[config.mk]
export PLATFORM = sky130hd
export DESIGN_NAME = alu_muldiv_flat
export DESIGN_NICKNAME = d
export VERILOG_FILES = /design/src/rtl/alu_muldiv_if.sv /design/src/rtl/alu_muldiv.sv /design/src/flat_wrapper.sv
export SDC_FILE = /design/constraint.sdc
export NUM_CORES = 1
export LEC_CHECK = 0
export CAP_MARGIN = 30
export CORE_ASPECT_RATIO = 1.1
export CORE_MARGIN = 4
export CORE_UTILIZATION = 25
export DETAILED_ROUTE_END_ITERATION = 8
export GPL_ROUTABILITY_DRIVEN = 0
export PLACE_DENSITY_LB_ADDON = 0.3
export SLEW_MARGIN = 20
export SYNTH_ARGS = -nofsm -noshare
export SYNTH_HDL_FRONTEND = slang
export SYNTH_SLANG_ARGS = --single-unit
[constraint.sdc]
create_clock -name clk -period 7.4 [get_ports clk]
set_clock_uncertainty 0.05 [all_clocks]
set_input_delay 2.22 -clock clk [delete_from_list [all_inputs] [get_ports clk]]
set_output_delay 2.22 -clock clk [all_outputs]
set_load 0.03 [all_outputs]
[src/rtl/alu_muldiv_if.sv]
// alu_muldiv_if: operand/result bundle between the EX stage (master) and alu_muldiv (slave).
interface alu_muldiv_if #(
  parameter int WIDTH   = 32,
  parameter int SHAMT_W = 5
);
  logic               in_valid;
  logic               in_ready;
  logic [3:0]         alu_ctrl;
  logic [WIDTH-1:0]   a_in;
  logic [WIDTH-1:0]   b_in;
  logic [SHAMT_W-1:0] shamt;
  logic               out_valid;
  logic [WIDTH-1:0]   result;
  logic               zero;
  logic               busy;
  logic [WIDTH-1:0]   hi;
  logic [WIDTH-1:0]   lo;

  modport master (
    output in_valid, alu_ctrl, a_in, b_in, shamt,
    input  in_ready, out_valid, result, zero, busy, hi, lo
  );

  modport slave (
    input  in_valid, alu_ctrl, a_in, b_in, shamt,
    output in_ready, out_valid, result, zero, busy, hi, lo
  );
endinterface

[src/rtl/alu_muldiv.sv]
// alu_muldiv: registered single-cycle ALU plus iterative multiply/divide into HI/LO.
// Define ALU_MULDIV_EN to build the multiply/divide datapath; otherwise those codes act as reserved.
//   state  | meaning
//   S_IDLE | ready, single-cycle ops complete here
//   S_MUL  | shift-add multiply, one multiplier bit per cycle
//   S_DIV  | restoring divide, one quotient bit per cycle
//   S_DONE | hi/lo just written, out_valid high, ready for next op
module alu_muldiv #(
  parameter int WIDTH   = 32,
  parameter int SHAMT_W = 5
) (
  input logic         clk,
  input logic         reset,
  alu_muldiv_if.slave bus
);
  localparam logic [3:0] OP_AND  = 4'b0000;
  localparam logic [3:0] OP_OR   = 4'b0001;
  localparam logic [3:0] OP_ADD  = 4'b0010;
  localparam logic [3:0] OP_SLTU = 4'b0011;
  localparam logic [3:0] OP_XOR  = 4'b0100;
  localparam logic [3:0] OP_NOR  = 4'b0101;
  localparam logic [3:0] OP_SUB  = 4'b0110;
  localparam logic [3:0] OP_SLT  = 4'b0111;
  localparam logic [3:0] OP_SRL  = 4'b1010;
  localparam logic [3:0] OP_SLL  = 4'b1110;
  localparam logic [3:0] OP_SRA  = 4'b1111;

  logic             accept, fin, muldiv_op;
  logic [WIDTH-1:0] alu_res, fin_lo;
  logic [WIDTH-1:0] result_q, result_d;
  logic             zero_q, zero_d, out_valid_q, out_valid_d;

  assign accept = bus.in_valid && bus.in_ready;

  always_comb begin
    alu_res = '0;
    case (bus.alu_ctrl)
      OP_AND:  alu_res = bus.a_in & bus.b_in;
      OP_OR:   alu_res = bus.a_in | bus.b_in;
      OP_ADD:  alu_res = bus.a_in + bus.b_in;
      OP_SLTU: alu_res = {{(WIDTH-1){1'b0}}, (bus.a_in < bus.b_in)};
      OP_XOR:  alu_res = bus.a_in ^ bus.b_in;
      OP_NOR:  alu_res = ~(bus.a_in | bus.b_in);
      OP_SUB:  alu_res = bus.a_in - bus.b_in;
      OP_SLT:  alu_res = {{(WIDTH-1){1'b0}}, ($signed(bus.a_in) < $signed(bus.b_in))};
      OP_SRL:  alu_res = bus.b_in >> bus.shamt;
      OP_SLL:  alu_res = bus.b_in << bus.shamt;
      OP_SRA:  alu_res = $unsigned($signed(bus.b_in) >>> bus.shamt);
      default: alu_res = '0;
    endcase
  end

`ifdef ALU_MULDIV_EN
  localparam logic [3:0] OP_MULT  = 4'b1000;
  localparam logic [3:0] OP_MULTU = 4'b1001;
  localparam logic [3:0] OP_DIV   = 4'b1011;
  localparam logic [3:0] OP_DIVU  = 4'b1100;

  typedef enum logic [1:0] {S_IDLE, S_MUL, S_DIV, S_DONE} state_t;
  state_t state_q, state_d;

  logic [SHAMT_W-1:0] cnt_q, cnt_d;
  logic [WIDTH-1:0]   wrk_hi_q, wrk_hi_d, wrk_lo_q, wrk_lo_d, opnd_q, opnd_d;
  logic [WIDTH-1:0]   a_save_q, a_save_d, hi_q, hi_d, lo_q, lo_d;
  logic               neg_q, neg_d, neg_rem_q, neg_rem_d, dz_q, dz_d;
  logic               is_signed, a_neg, b_neg;
  logic [WIDTH-1:0]   a_mag, b_mag, step_hi, step_lo, q_fin, r_fin;
  logic [WIDTH:0]     mul_sum, rem_sh, diff;
  logic [2*WIDTH-1:0] prod;

  assign muldiv_op = bus.alu_ctrl inside {OP_MULT, OP_MULTU, OP_DIV, OP_DIVU};
  assign is_signed = (bus.alu_ctrl == OP_MULT) || (bus.alu_ctrl == OP_DIV);
  assign a_neg     = is_signed && bus.a_in[WIDTH-1];
  assign b_neg     = is_signed && bus.b_in[WIDTH-1];
  assign a_mag     = a_neg ? -bus.a_in : bus.a_in;
  assign b_mag     = b_neg ? -bus.b_in : bus.b_in;

  // One iteration of the active algorithm plus the sign/special-case fixup for the last one.
  always_comb begin
    mul_sum = {1'b0, wrk_hi_q} + (wrk_lo_q[0] ? {1'b0, opnd_q} : '0);
    rem_sh  = {wrk_hi_q, wrk_lo_q[WIDTH-1]};
    diff    = rem_sh - {1'b0, opnd_q};
    if (state_q == S_MUL) begin
      step_hi = mul_sum[WIDTH:1];
      step_lo = {mul_sum[0], wrk_lo_q[WIDTH-1:1]};
    end else if (!diff[WIDTH]) begin
      step_hi = diff[WIDTH-1:0];
      step_lo = {wrk_lo_q[WIDTH-2:0], 1'b1};
    end else begin
      step_hi = rem_sh[WIDTH-1:0];
      step_lo = {wrk_lo_q[WIDTH-2:0], 1'b0};
    end
    prod = {step_hi, step_lo};
    if (neg_q) prod = -prod;
    q_fin = neg_q ? -step_lo : step_lo;
    r_fin = neg_rem_q ? -step_hi : step_hi;
    if (dz_q) begin
      q_fin = '1;
      r_fin = a_save_q;
    end
  end

  always_comb begin
    state_d   = state_q;
    cnt_d     = cnt_q;
    wrk_hi_d  = wrk_hi_q;
    wrk_lo_d  = wrk_lo_q;
    opnd_d    = opnd_q;
    a_save_d  = a_save_q;
    neg_d     = neg_q;
    neg_rem_d = neg_rem_q;
    dz_d      = dz_q;
    hi_d      = hi_q;
    lo_d      = lo_q;
    fin       = 1'b0;
    fin_lo    = lo_q;
    case (state_q)
      S_MUL, S_DIV: begin
        wrk_hi_d = step_hi;
        wrk_lo_d = step_lo;
        cnt_d    = cnt_q - SHAMT_W'(1);
        if (cnt_q == '0) begin
          state_d = S_DONE;
          fin     = 1'b1;
          if (state_q == S_MUL) {hi_d, lo_d} = prod;
          else begin
            hi_d = r_fin;
            lo_d = q_fin;
          end
          fin_lo = lo_d;
        end
      end
      default: begin
        state_d = S_IDLE;
        if (accept && muldiv_op) begin
          state_d   = ((bus.alu_ctrl == OP_MULT) || (bus.alu_ctrl == OP_MULTU)) ? S_MUL : S_DIV;
          cnt_d     = SHAMT_W'(WIDTH-1);
          wrk_hi_d  = '0;
          wrk_lo_d  = a_mag;
          opnd_d    = b_mag;
          a_save_d  = bus.a_in;
          neg_d     = a_neg ^ b_neg;
          neg_rem_d = a_neg;
          dz_d      = (bus.b_in == '0);
        end
      end
    endcase
  end

  always_ff @(posedge clk) begin
    if (reset) begin
      state_q   <= S_IDLE;
      cnt_q     <= '0;
      wrk_hi_q  <= '0;
      wrk_lo_q  <= '0;
      opnd_q    <= '0;
      a_save_q  <= '0;
      neg_q     <= 1'b0;
      neg_rem_q <= 1'b0;
      dz_q      <= 1'b0;
      hi_q      <= '0;
      lo_q      <= '0;
    end else begin
      state_q   <= state_d;
      cnt_q     <= cnt_d;
      wrk_hi_q  <= wrk_hi_d;
      wrk_lo_q  <= wrk_lo_d;
      opnd_q    <= opnd_d;
      a_save_q  <= a_save_d;
      neg_q     <= neg_d;
      neg_rem_q <= neg_rem_d;
      dz_q      <= dz_d;
      hi_q      <= hi_d;
      lo_q      <= lo_d;
    end
  end

  assign bus.in_ready = !reset && ((state_q == S_IDLE) || (state_q == S_DONE));
  assign bus.busy     = (state_q == S_MUL) || (state_q == S_DIV);
  assign bus.hi       = hi_q;
  assign bus.lo       = lo_q;
`else
  assign muldiv_op    = 1'b0;
  assign fin          = 1'b0;
  assign fin_lo       = '0;
  assign bus.in_ready = !reset;
  assign bus.busy     = 1'b0;
  assign bus.hi       = '0;
  assign bus.lo       = '0;
`endif

  always_comb begin
    result_d    = result_q;
    out_valid_d = 1'b0;
    if (fin) begin
      result_d    = fin_lo;
      out_valid_d = 1'b1;
    end else if (accept && !muldiv_op) begin
      result_d    = alu_res;
      out_valid_d = 1'b1;
    end
    zero_d = (result_d == '0);
  end

  always_ff @(posedge clk) begin
    if (reset) begin
      result_q    <= '0;
      zero_q      <= 1'b1;
      out_valid_q <= 1'b0;
    end else begin
      result_q    <= result_d;
      zero_q      <= zero_d;
      out_valid_q <= out_valid_d;
    end
  end

  assign bus.result    = result_q;
  assign bus.zero      = zero_q;
  assign bus.out_valid = out_valid_q;
endmodule

[src/flat_wrapper.sv]
// flat-port wrapper written by rule: the top's interface ports become plain ports
module alu_muldiv_flat 
#(
  parameter int WIDTH   = 32,
  parameter int SHAMT_W = 5
)
  (clk, reset, bus_in_valid, bus_alu_ctrl, bus_a_in, bus_b_in, bus_shamt, bus_in_ready, bus_out_valid, bus_result, bus_zero, bus_busy, bus_hi, bus_lo);
  alu_muldiv_if #(.WIDTH(WIDTH), .SHAMT_W(SHAMT_W)) bus_i ();
  input logic clk;
  input logic reset;
  input wire logic [$bits(bus_i.in_valid)-1:0] bus_in_valid;
  input wire logic [$bits(bus_i.alu_ctrl)-1:0] bus_alu_ctrl;
  input wire logic [$bits(bus_i.a_in)-1:0] bus_a_in;
  input wire logic [$bits(bus_i.b_in)-1:0] bus_b_in;
  input wire logic [$bits(bus_i.shamt)-1:0] bus_shamt;
  output wire logic [$bits(bus_i.in_ready)-1:0] bus_in_ready;
  output wire logic [$bits(bus_i.out_valid)-1:0] bus_out_valid;
  output wire logic [$bits(bus_i.result)-1:0] bus_result;
  output wire logic [$bits(bus_i.zero)-1:0] bus_zero;
  output wire logic [$bits(bus_i.busy)-1:0] bus_busy;
  output wire logic [$bits(bus_i.hi)-1:0] bus_hi;
  output wire logic [$bits(bus_i.lo)-1:0] bus_lo;
  assign bus_i.in_valid = bus_in_valid;
  assign bus_i.alu_ctrl = bus_alu_ctrl;
  assign bus_i.a_in = bus_a_in;
  assign bus_i.b_in = bus_b_in;
  assign bus_i.shamt = bus_shamt;
  assign bus_in_ready = bus_i.in_ready;
  assign bus_out_valid = bus_i.out_valid;
  assign bus_result = bus_i.result;
  assign bus_zero = bus_i.zero;
  assign bus_busy = bus_i.busy;
  assign bus_hi = bus_i.hi;
  assign bus_lo = bus_i.lo;
  alu_muldiv #(.WIDTH(WIDTH), .SHAMT_W(SHAMT_W)) u_core (.clk(clk), .reset(reset), .bus(bus_i));
endmodule
Yosys cells after proc, flatten, opt, wreduce, memory -nomap -nowiden:

Cells that the tools add are included.

* memories kept: 0
* latch bits: 0
* memory bits (writable): 0
* logic and storage cells: 31
* bits in registers: 34
* ROM bits: 0
* output and inout bits: 100

* $add $sub $neg: 2
* multiply operators: 0
* multiplexer cells: 3
* eq/ne operators: 10
* shift-type cells: 3
* $lt $le $gt $ge: 2
* reductions and logical operators: 4
* div/mod/pow operators: 0
* bitwise operators: 4

Operator list (count)
* $pmux W32 S11: 1
* $lt A32 B32 Y1: 2
* $add A32 B32 Y32: 1
* $and A32 B32 Y32: 1
* $logic_not A32 Y1: 1
* $mux W32: 1
* $not A32 Y32: 1
* $or A32 B32 Y32: 1
* $shl A32 B5 Y32: 1
* $shr A32 B5 Y32: 1
* $sshr A32 B5 Y32: 1
* $sub A32 B32 Y32: 1
* $xor A32 B32 Y32: 1
* $eq A4 B3 Y1 const B: 4
* $eq A4 B4 Y1 const B: 3
* $eq A4 B2 Y1 const B: 2
* $eq A4 B1 Y1 const B: 1
* $logic_not A4 Y1: 1
* $logic_and A1 B1 Y1: 1
* $logic_not A1 Y1: 1
* $mux W1: 1

Depth between registers and ports, before layout:

Gate-level depths: netlist of run 1.

* word-level depth: 5
* mapped depth: 16

Worst setup path before layout of run 1:

Ideal clock, no wire load.

* kind: input port to flip-flop
* start: input bus_b_in[4]
* end: register u_core.zero_q, in the netlist u_core.bus.zero
* library setup time: 96 ps
* data arrival time: 5493 ps
* setup slack: 1761 ps
* cell stages on the path: 15
* cells stage by stage: clkbuf_1 > inv_1 > ha_1 > clkbuf_1 > a21o_1 > a221oi_1 > nor3_1 > or4_1 > a211oi_2 > o211ai_1 > or4_1 > nor4_1 > and4_1 > nand4_1 > o41ai_2

* longest elaborated chain between the ends: 5
* elaborated cells between the ends (all ways): 14
* those cells by class: 2 x add/sub; 2 x order compare; 3 x shift; 2 x mux; 4 x bitwise; 1 x reduce/logical

Ends and longest elaborated chain
* from (decl): RTL line flat_wrapper.sv:14 `input wire logic [$bits(bus_i.b_in)-1:0] bus_b_in;`
* parallel branches: the longest is 2 deep, another holds $sub A32 B32 Y32
* $pmux W32 S11 *: RTL line alu_muldiv.sv:37 `case (bus.alu_ctrl)`
* $mux W32 *: RTL line alu_muldiv.sv:198 `end else if (accept && !muldiv_op) begin`
* $logic_not A32 Y1 *: RTL line alu_muldiv.sv:202 `zero_d = (result_d == '0);`
* to (signal assigned): RTL line alu_muldiv.sv:212 `zero_q <= zero_d;`
* to (decl): RTL line alu_muldiv.sv:31 `logic zero_q, zero_d, out_valid_q, out_valid_d;`

Every way passes the cells marked *.
A chain may end at the register's enable or synchronous reset.

Worst setup path after layout of run 1:

Ends and elaborated chain as after synthesis.

==> impl_metrics.json, run 1 <==
{
  "status": "complete, no violations",
  "rrSetupSlack_ns": 4.59,
  "r2r-start": "u_core.bus.result[8]",
  "grt.overflow.total": 0,
  "hold_path.class": "reg2reg",
  "hpwl_um": 50000,
  "reg2reg_to": "u_core.bus.zero",
  "cts_root_buf": "clkbuf_16",
  "setup.worst_path.start_class": "primary input",
  "grt_pass1_wl_um": 91800,
  "p_per_area_mw_per_mm2": 103,
  "worstHoldStart": "u_core.bus.result[20]",
  "synth_area_mm2": 0.0124,
  "power_mw": 1.46,
  "met3WireLength_um": 6750,
  "ys_warn_count": 0,
  "tightest_slew_ns": 1.07,
  "antenna_found_initial": 1,
  "dp_slack_ns": 0.439,
  "endpoint_kind": "flip-flop",
  "core_mm2": 0.0490,
  "worstSkewPairLatency_ns": 0.30,
  "antennaDiodeCount": 0,
  "crit_type": "in2reg",
  "final_common_cell": "nand2_1",
  "hold-path-endpoint": "u_core.bus.result[20]",
  "final_layout_size_suffix_gt1_frac": 0.138,
  "rsz0062_at_grt": "no",
  "first_pass_iters": 8,
  "place_area_mm2": 0.0141,
  "via_per_inst": 6.17,
  "row_count": 85,
  "routedWlPerCell_um": 26.5,
  "post_cts.repair.setup_buffers": 0,
  "dr_total_vias": 14700,
  "fin_tns_setup_ns": 0,
  "drcViolationCount": 0,
  "r2r.worst_path.cells": 10,
  "cts-hold-fix-buffers": 0,
  "grt_max_degree": 64,
  "dr_wl_met2_um": 28400,
  "ys_ff_latch": 34,
  "period_minus_slack_ns": 6.84,
  "crit_required_ns": 7.56,
  "cts_inserted_buffers": 5,
  "whs_path_depth": 2,
  "wl_um": 63100,
  "initial_utilization": 0.253,
  "drtAntennaViolNets": 0,
  "layout_common_cells": "nand2_1 (157), nor2_1 (117), inv_1 (111)",
  "cts.path.max_buffers": 2,
  "relSlewSlack": 0.286,
  "fin_nets": 1906,
  "design_area_mm2": 0.0142,
  "die_h_um": 242,
  "cts_resized": 0,
  "ios": 176,
  "clk_pin_slew_ns": 0.06,
  "synthArstFlopShare": 0,
  "drt-met1-wl_um": 23500,
  "finalCritPeriodShare": 0.924,
  "peakVddDrop_mv": 0.0910,
  "synth_edf_count": 0,
  "grtUsageTotal": 0.224,
  "portBuffers": 110,
  "setup-violations-final": 0,
  "layout_setup_ws_ns": 0.562,
  "tritoncts": "done",
  "syn_area_per_cell_um2": 7.46,
  "slew_viol_final": 0,
  "worstPathMaxFanout": 12,
  "fmax_ghz": 0.146,
  "synth_cells": 1667,
  "p_leak_nw": 5.63,
  "area_delta_synth_final_pct": 14.6,
  "hold_viol_final": 0,
  "ys.flop_type": "dfxtp_1",
  "top_layer": "met5",
  "cp.arrival_ns": 7.00,
  "clkSinkCount": 34,
  "cts_max_level": 2,
  "ys_types": 100,
  "drt_iter0_drc": 1971,
  "yosysSeqAreaShare": 0.0548,
  "first_global_vias": 14000,
  "die_area_mm2": 0.0533,
  "max_cap_viol_count": 0,
  "die_w_um": 221
}
## report_power, final
part	total, mW	switching (mW)	leakage, nW	internal, mW
logic	1.00	0.643	5.27	0.360
clock network	0.261	0.101	0.0781	0.160
registers	0.200	0.00810	0.277	0.191
total	1.46	0.752	5.63	0.711
## cell type report
class,count,area (um2)
Multi-Input combinational cell,1368,10300
Sequential cell,34,681
Tap cell,652,816
Clock buffer,7,133
Timing Repair Buffer,204,1810
Clock inverter,1,30.0
Inverter,116,435
Fill cell,5284,34800
## metrics by stage
step | hold slack, ns | instances | utilization
4_1_cts | 0.525 | 2381 | 0.290
5_1_grt | 0.548 | 2382 | 0.291
6_report | 0.524 | 2382 | 0.291
2_1_floorplan | 0.560 | 1731 | -
3_3_place_gp | 0.509 | 2372 | 0.287
3_5_place_dp | 0.516 | 2373 | 0.287
## worst max-delay path by stage
stage	from	endpoint	slack, ns
2_1_floorplan	bus_b_in[4]	u_core.bus.zero	1.76
3_3_place_gp	bus_b_in[4]	u_core.bus.zero	0.59
3_5_place_dp	bus_b_in[4]	u_core.bus.zero	0.44
4_1_cts	bus_b_in[4]	u_core.bus.zero	0.75
5_1_grt	bus_b_in[4]	u_core.bus.zero	0.30
6_report	bus_b_in[4]	u_core.bus.zero	0.56
## Yosys cell counts (29+ instances only)
| library cell | instances | area [um2] |
|---|---|---|
| nand2_1 | 157 | 589 |
| nor2_1 | 117 | 439 |
| a21oi_1 | 111 | 556 |
| inv_1 | 111 | 417 |
| ha_1 | 99 | 1240 |
| clkbuf_1 | 85 | 319 |
| buf_4 | 68 | 510 |
| o21ai_0 | 68 | 340 |
| mux4_2 | 65 | 1460 |
| mux2i_1 | 48 | 480 |
| nor3_1 | 45 | 225 |
| dfxtp_1 | 34 | 681 |
| a211oi_1 | 29 | 218 |
| buf_2 | 29 | 145 |
| mux2_2 | 29 | 327 |
## sequential cells by signal, indices dropped and copies added, names as in the netlist
| signal | count |
|---|---|
| u_core.bus.zero | 1 |
| u_core.bus.out_valid | 1 |
| u_core.bus.result | 32 |
## worst max-delay path: stages
cell and delay, ns:
clkdlybuf4s50_1 0.69, inv_1 0.15, ha_1 0.46, nor2_1 0.22, o211ai_1 0.23, a31oi_1 0.43
a22oi_1 0.26, o311ai_0 0.84, a2111oi_0 0.32, nor2_1 0.29, nor2_1 0.07, o221ai_1 0.33
nand4_1 0.17, o41ai_2 0.32
## kinds of logic after synthesis
| group | synth area share |
|---|---|
| compound gates | 0.292 |
| xor+xnor | 0.0169 |
| fa+ha+maj | 0.103 |
| buf+inv | 0.137 |
| flops | 0.0548 |
| mux | 0.190 |
| other cells | 0.000302 |
| simple gates | 0.206 |
## metal layers
metal	track usage	up-vias
li1	-	6281
met3	0.0422	252
met1	0.282	7039
met5	0	-
met2	0.356	1129
met4	0.129	2
Power figures use the tool's default switching activity.
==> inputs of run 2 (changes only) <==
--- a/config.mk
+++ b/config.mk
@@ -12,6 +12,7 @@
 export DETAILED_ROUTE_END_ITERATION = 8
 export GPL_ROUTABILITY_DRIVEN = 0
 export PLACE_DENSITY_LB_ADDON = 0.3
+export RECOVER_POWER = 100
 export SLEW_MARGIN = 20
 export SYNTH_ARGS = -nofsm -noshare
 export SYNTH_HDL_FRONTEND = slang
==> impl_metrics.json, run 2 (synthesis results as in run 1) <==
{
  "grt_pass1_wl_um": 91800,
  "reg2reg_to": "u_core.bus.zero",
  "whs_path_depth": 2,
  "clk_pin_slew_ns": 0.06,
  "post_cts.repair.setup_buffers": 0,
  "drcViolationCount": 0,
  "via_per_inst": 6.12,
  "critPathMaxStageDelay_ns": 0.85,
  "hold-path-endpoint": "u_core.bus.result[20]",
  "dr_total_vias": 14600,
  "slew_viol_final": 0,
  "tightest_slew_ns": 1.07,
  "tritoncts": "done",
  "drt_iter0_drc": 2096,
  "fin_tns_setup_ns": 0,
  "slowest_stage": "o311ai_0",
  "layout.filler_cells": 5288,
  "antennaDiodeCount": 0,
  "status": "complete, no violations",
  "cts_max_level": 2,
  "cts_resized": 0,
  "row_count": 85,
  "cts.path.max_buffers": 2,
  "portBuffers": 110,
  "die_w_um": 221,
  "crit_required_ns": 7.56,
  "core_mm2": 0.0490,
  "cpMostUsedCell": "nor2_1",
  "cts-hold-fix-buffers": 0,
  "crit_type": "in2reg",
  "finalCritPeriodShare": 0.938,
  "fin_nets": 1906,
  "rsz0062_at_grt": "no",
  "worstSkewPairLatency_ns": 0.31,
  "routedWlPerCell_um": 26.5,
  "fin_util": 0.290,
  "clkSinkCount": 34,
  "endpoint_kind": "flip-flop",
  "setup-violations-final": 0,
  "layout_common_cells": "nand2_1 (157), nor2_1 (117), inv_1 (111)",
  "die_h_um": 242,
  "grt.overflow.total": 0,
  "area_delta_synth_final_pct": 14.4,
  "cts_root_buf": "clkbuf_16",
  "grtUsageTotal": 0.224,
  "cts_inserted_buffers": 5,
  "ios": 176,
  "dp_slack_ns": 0.439,
  "hold_viol_final": 0,
  "worstPathMaxFanout": 12,
  "r2r-start": "u_core.bus.result[24]",
  "hold_path.class": "reg2reg",
  "antenna_found_initial": 1,
  "fmax_ghz": 0.144,
  "cp.arrival_ns": 7.10,
  "hpwl_um": 50000,
  "initial_utilization": 0.253,
  "first_pass_iters": 8,
  "largest_reg_flops": 32,
  "peakVddDrop_mv": 0.0900,
  "wl_um": 63000,
  "p_leak_nw": 5.71,
  "die_area_mm2": 0.0533,
  "period_minus_slack_ns": 6.94,
  "worstHoldStart": "u_core.bus.result[20]",
  "r2r.worst_path.cells": 10,
  "p_per_area_mw_per_mm2": 103,
  "layout_setup_ws_ns": 0.456,
  "crit_chain": "dlygate4sd3_1 > inv_1 > ha_1 > nor2_1 > o211ai_1 > a31oi_1 > a22oi_1 > o311ai_0 > a2111oi_0 > nor2_1 > nor2_1 > o221ai_1 > nand4_1 > o41ai_1",
  "final_layout_size_suffix_gt1_frac": 0.133,
  "setup.worst_path.start_class": "primary input",
  "max_cap_viol_count": 0,
  "drtAntennaViolNets": 0,
  "final_common_cell": "nand2_1",
  "relSlewSlack": 0.280,
  "rrSetupSlack_ns": 4.55,
  "first_global_vias": 14000,
  "grt_max_degree": 64
}
run 2: changes by cell type in the layout (fill, tap and decap cells not counted), moves of 3 or more:
cell	before	now
clkdlybuf4s50_1	104	66
and2_1	28	21
buf_4	91	88
and2_0	2	9
clkbuf_1	2	6
dlygate4sd3_1	0	38
run 2: critical path, delay by kind of cell:
family          cells  cell delay (ns)
compound gates      7             2.80
fa+ha+maj           1             0.46
buf+inv             2             0.91
simple gates        4             0.71
run 2: metrics by stage:
step | cell area (um2) | total power, mW | cells | hold WS (ns)
after floorplan | 12700 | 0.858 | 1731 | 0.560
after global placement | 14100 | 1.16 | 2372 | 0.509
after global routing | 14200 | 1.52 | 2382 | 0.546
final | 14200 | 1.46 | 2382 | 0.518
after detailed placement | 14100 | 1.17 | 2373 | 0.516
after CTS | 14200 | 1.43 | 2381 | 0.525
run 2: layout make-up:
type | instances | area [um2] | area share
Multi-Input combinational cell | 1368 | 10300 | 0.726
Timing Repair Buffer | 204 | 1800 | 0.127
Tap cell | 652 | 816 | 0.0574
Sequential cell | 34 | 681 | 0.0479
Inverter | 116 | 435 | 0.0306
Clock buffer | 7 | 133 | 0.00933
Clock inverter | 1 | 30.0 | 0.00211
run 2: metal layers:
metal	GRT usage	routed length, um
met1	0.282	23200
met2	0.356	28400
met3	0.0422	6960
met4	0.129	4470
met5	0	13
run 2: worst max path at each step:
stage	start	slack [ns]	to
after global routing	bus_b_in[4]	0.19	u_core.bus.zero
after CTS	bus_b_in[4]	0.75	u_core.bus.zero
final	bus_b_in[4]	0.46	u_core.bus.zero
after detailed placement	bus_b_in[4]	0.44	u_core.bus.zero
after global placement	bus_b_in[4]	0.59	u_core.bus.zero
after floorplan	bus_b_in[4]	1.76	u_core.bus.zero
run 2: report_power, final:
| part | internal (mW) | switching [mW] |
|---|---|---|
| logic | 0.355 | 0.642 |
| registers | 0.191 | 0.00767 |
| clock network | 0.160 | 0.103 |
==> RTL edit, RTL diff (settings of run 1) <==
Take the reset off `result_q` and load it in a clocked block of its own.
--- a/src/rtl/alu_muldiv.sv
+++ b/src/rtl/alu_muldiv.sv
@@ -206,3 +206,2 @@
     if (reset) begin
-      result_q    <= '0;
       zero_q      <= 1'b1;
@@ -210,3 +209,2 @@
     end else begin
-      result_q    <= result_d;
       zero_q      <= zero_d;
@@ -214,2 +212,6 @@
     end
+  end
+
+  always_ff @(posedge clk) begin
+    result_q <= result_d;
   end
Check against the original RTL: differs if reset is asserted again (counterexample within 4 cycles, from zero or initial values and one cycle with reset high); with reset held inactive, the same outputs for 10 cycles.
==> RTL edit against run 1 <==
  * Register-to-register slack worse by 0.67 ns
  * Synthesized area down 0.39%
  * Sequential cell count unchanged
  * Critical path depth unchanged
  * Setup slack worse by 0.074 ns
  * Cell area down 0.19%
  * Power up 9.1%
  * Largest power group unchanged
  * Wire length up 1.2%
  * Core utilization about the same
==> RTL edit: results (changes against run 1) <==
* Largest net degree at the start of global routing at 51 (-20%)
* Synth Flop Type: dfxtp_1
* CTS resizes at 0 (unchanged)
* WHS Endpoint: u_core.bus.result[8]
* HP Start: u_core.bus.result[8]
* Root buffer cell: clkbuf_16
* Worst-path fanout max at 9 (-3)
* Relative slew slack at 0.2576 (-0.02852)
* Flop2flop setup slack at 3.92 ns (-0.67 ns)
* Setup crit start: bus_b_in[3]
* Hpwl dp at 50530 µm (+0.97%)
* Number of DRC markers in iteration 0 at 2401 (+22%)
* Final #Nets at 1949 (+2.3%)
* Max reg flops at 32 (unchanged)
* Vias in the first global route at 13970 (+0.050%)
* Synth cell types at 92 (-8.0%)
* Final worst slack at 0.4877 ns (-0.07397 ns)
* CP arrival at 7.07 ns (+0.07 ns)
* Top post-synthesis cells by count: nand2_1 (172), a21oi_1 (123), nor2_1 (122), clkbuf_1 (100)
* First-pass GRT wire length at 93290 µm (+1.6%)
* Seq/Total Area, Yosys at 0.05498 (+0.0002159)
* Leak pwr at 5.656 nW (+0.49%)
* Worst vdd ir at 0.07707 mV (-15%)
* WL/cell at 26.36 µm (-0.55%)
* PortBufs at 110 (unchanged)
* Clk pin slew, worst setup/hold paths at 0.07 ns
* Drt via density at 6.129 (-0.71%)
* Largest cells by area after synthesis: ha_1 (10%), mux4_2 (8.6%), mux2i_1 (5.8%), dfxtp_1 (5.5%), nand2_1 (5.2%)
* Fillers at 5375 (+1.7%)
* Worst r2r src: u_core.bus.result[6]
* All-Layer GR Usage at 0.2302 (+0.006158)
* Hold/Removal Path Class: reg -> reg
* Status: finished clean
* 1st-pass router iterations at 8 (unchanged)
* Number of buffers created by CTS at 5 (unchanged)
* Fraction of layout cells with a size suffix above 1 at 0.1105 (-0.02703)
* Dpl ws at 0.3349 ns (-0.1042 ns)
==> RTL edit: cell types whose count changed in the layout (fill, tap and decap cells not counted), sizes merged, moves of 9 or more <==
cell | before | now
a21oi | 111 | 123
mux4 | 66 | 50
nand3 | 23 | 36
inv | 112 | 102
xnor2 | 22 | 34
xor2 | 2 | 14
o22ai | 13 | 22
nand2 | 157 | 172
o211ai | 24 | 36
o21ai | 77 | 86
mux2i | 48 | 72
mux2 | 35 | 22
and2 | 30 | 15
==> RTL edit: cell families (layout without fill, tap and decap cells) <==
kind of cell | after synthesis | in the layout | synth area share
adder cells (fa/ha/maj) | 101 | 101 | 0.1033
flip-flops | 34 | 34 | 0.05498
other | 1 | 65 | 0.0003029
AO/OA/AOI/OAI | 550 | 550 | 0.3079
multiplexers | 144 | 144 | 0.1701
AND/OR/NAND/NOR | 519 | 519 | 0.2009
XOR/XNOR | 48 | 48 | 0.03396
buffers and inverters | 323 | 312 | 0.1286
==> RTL edit: where the power goes <==
part	switching (mW)	total, mW	internal, mW	leakage, nW
Sequential	0.0260	0.232	0.206	0.280
Combinational	0.711	1.10	0.393	5.30
Clock	0.101	0.260	0.159	0.0760
Total	0.838	1.60	0.758	5.66
==> RTL edit: metrics by stage <==
step           utilization  instance area (µm²)  hold WS (ns)  std cells  power, mW
2_1_floorplan            -                12620        0.5433       1784     0.9418
4_1_cts             0.2906                14220        0.5169       2425      1.561
3_5_place_dp        0.2872                14050        0.4989       2417      1.297
5_1_grt             0.2906                14220        0.5343       2425      1.662
6_report            0.2906                14220        0.5186       2425      1.596
3_3_place_gp        0.2872                14050        0.5024       2417      1.296
==> RTL edit: worst max-delay path, cell delays in order <==
cell,delay [ns]
clkdlybuf4s50_1,0.71
inv_1,0.12
ha_1,0.49
and3_1,0.20
a221o_1,0.29
a21oi_1,0.16
o41ai_1,0.68
a21oi_1,0.20
xnor2_1,0.17
a211o_1,0.35
or4_1,0.55
nor4_1,0.45
nand4b_1,0.18
o41ai_2,0.29
==> RTL edit: layer usage <==
metal  vias up  part of all wire  track usage  routed length (µm)
met1      7030              0.39       0.3090               25050
met2      1164              0.42       0.3448               27080
li1       6415                 -            -                   -
met5         -           0.00017            0                  11
met3       251              0.11      0.04528                7230
met4         2             0.071       0.1304                4554
==> RTL edit: cell type report <==
cell class	count	area, µm²	area share
multi-input combinational	1427	10390	0.7306
timing repair buffer	200	1774	0.1248
clock inverter	3	45.04	0.003168
sequential	34	680.7	0.04787
tap	652	815.8	0.05737
clock buffer	5	125.1	0.008800
inverter	104	390.4	0.02746
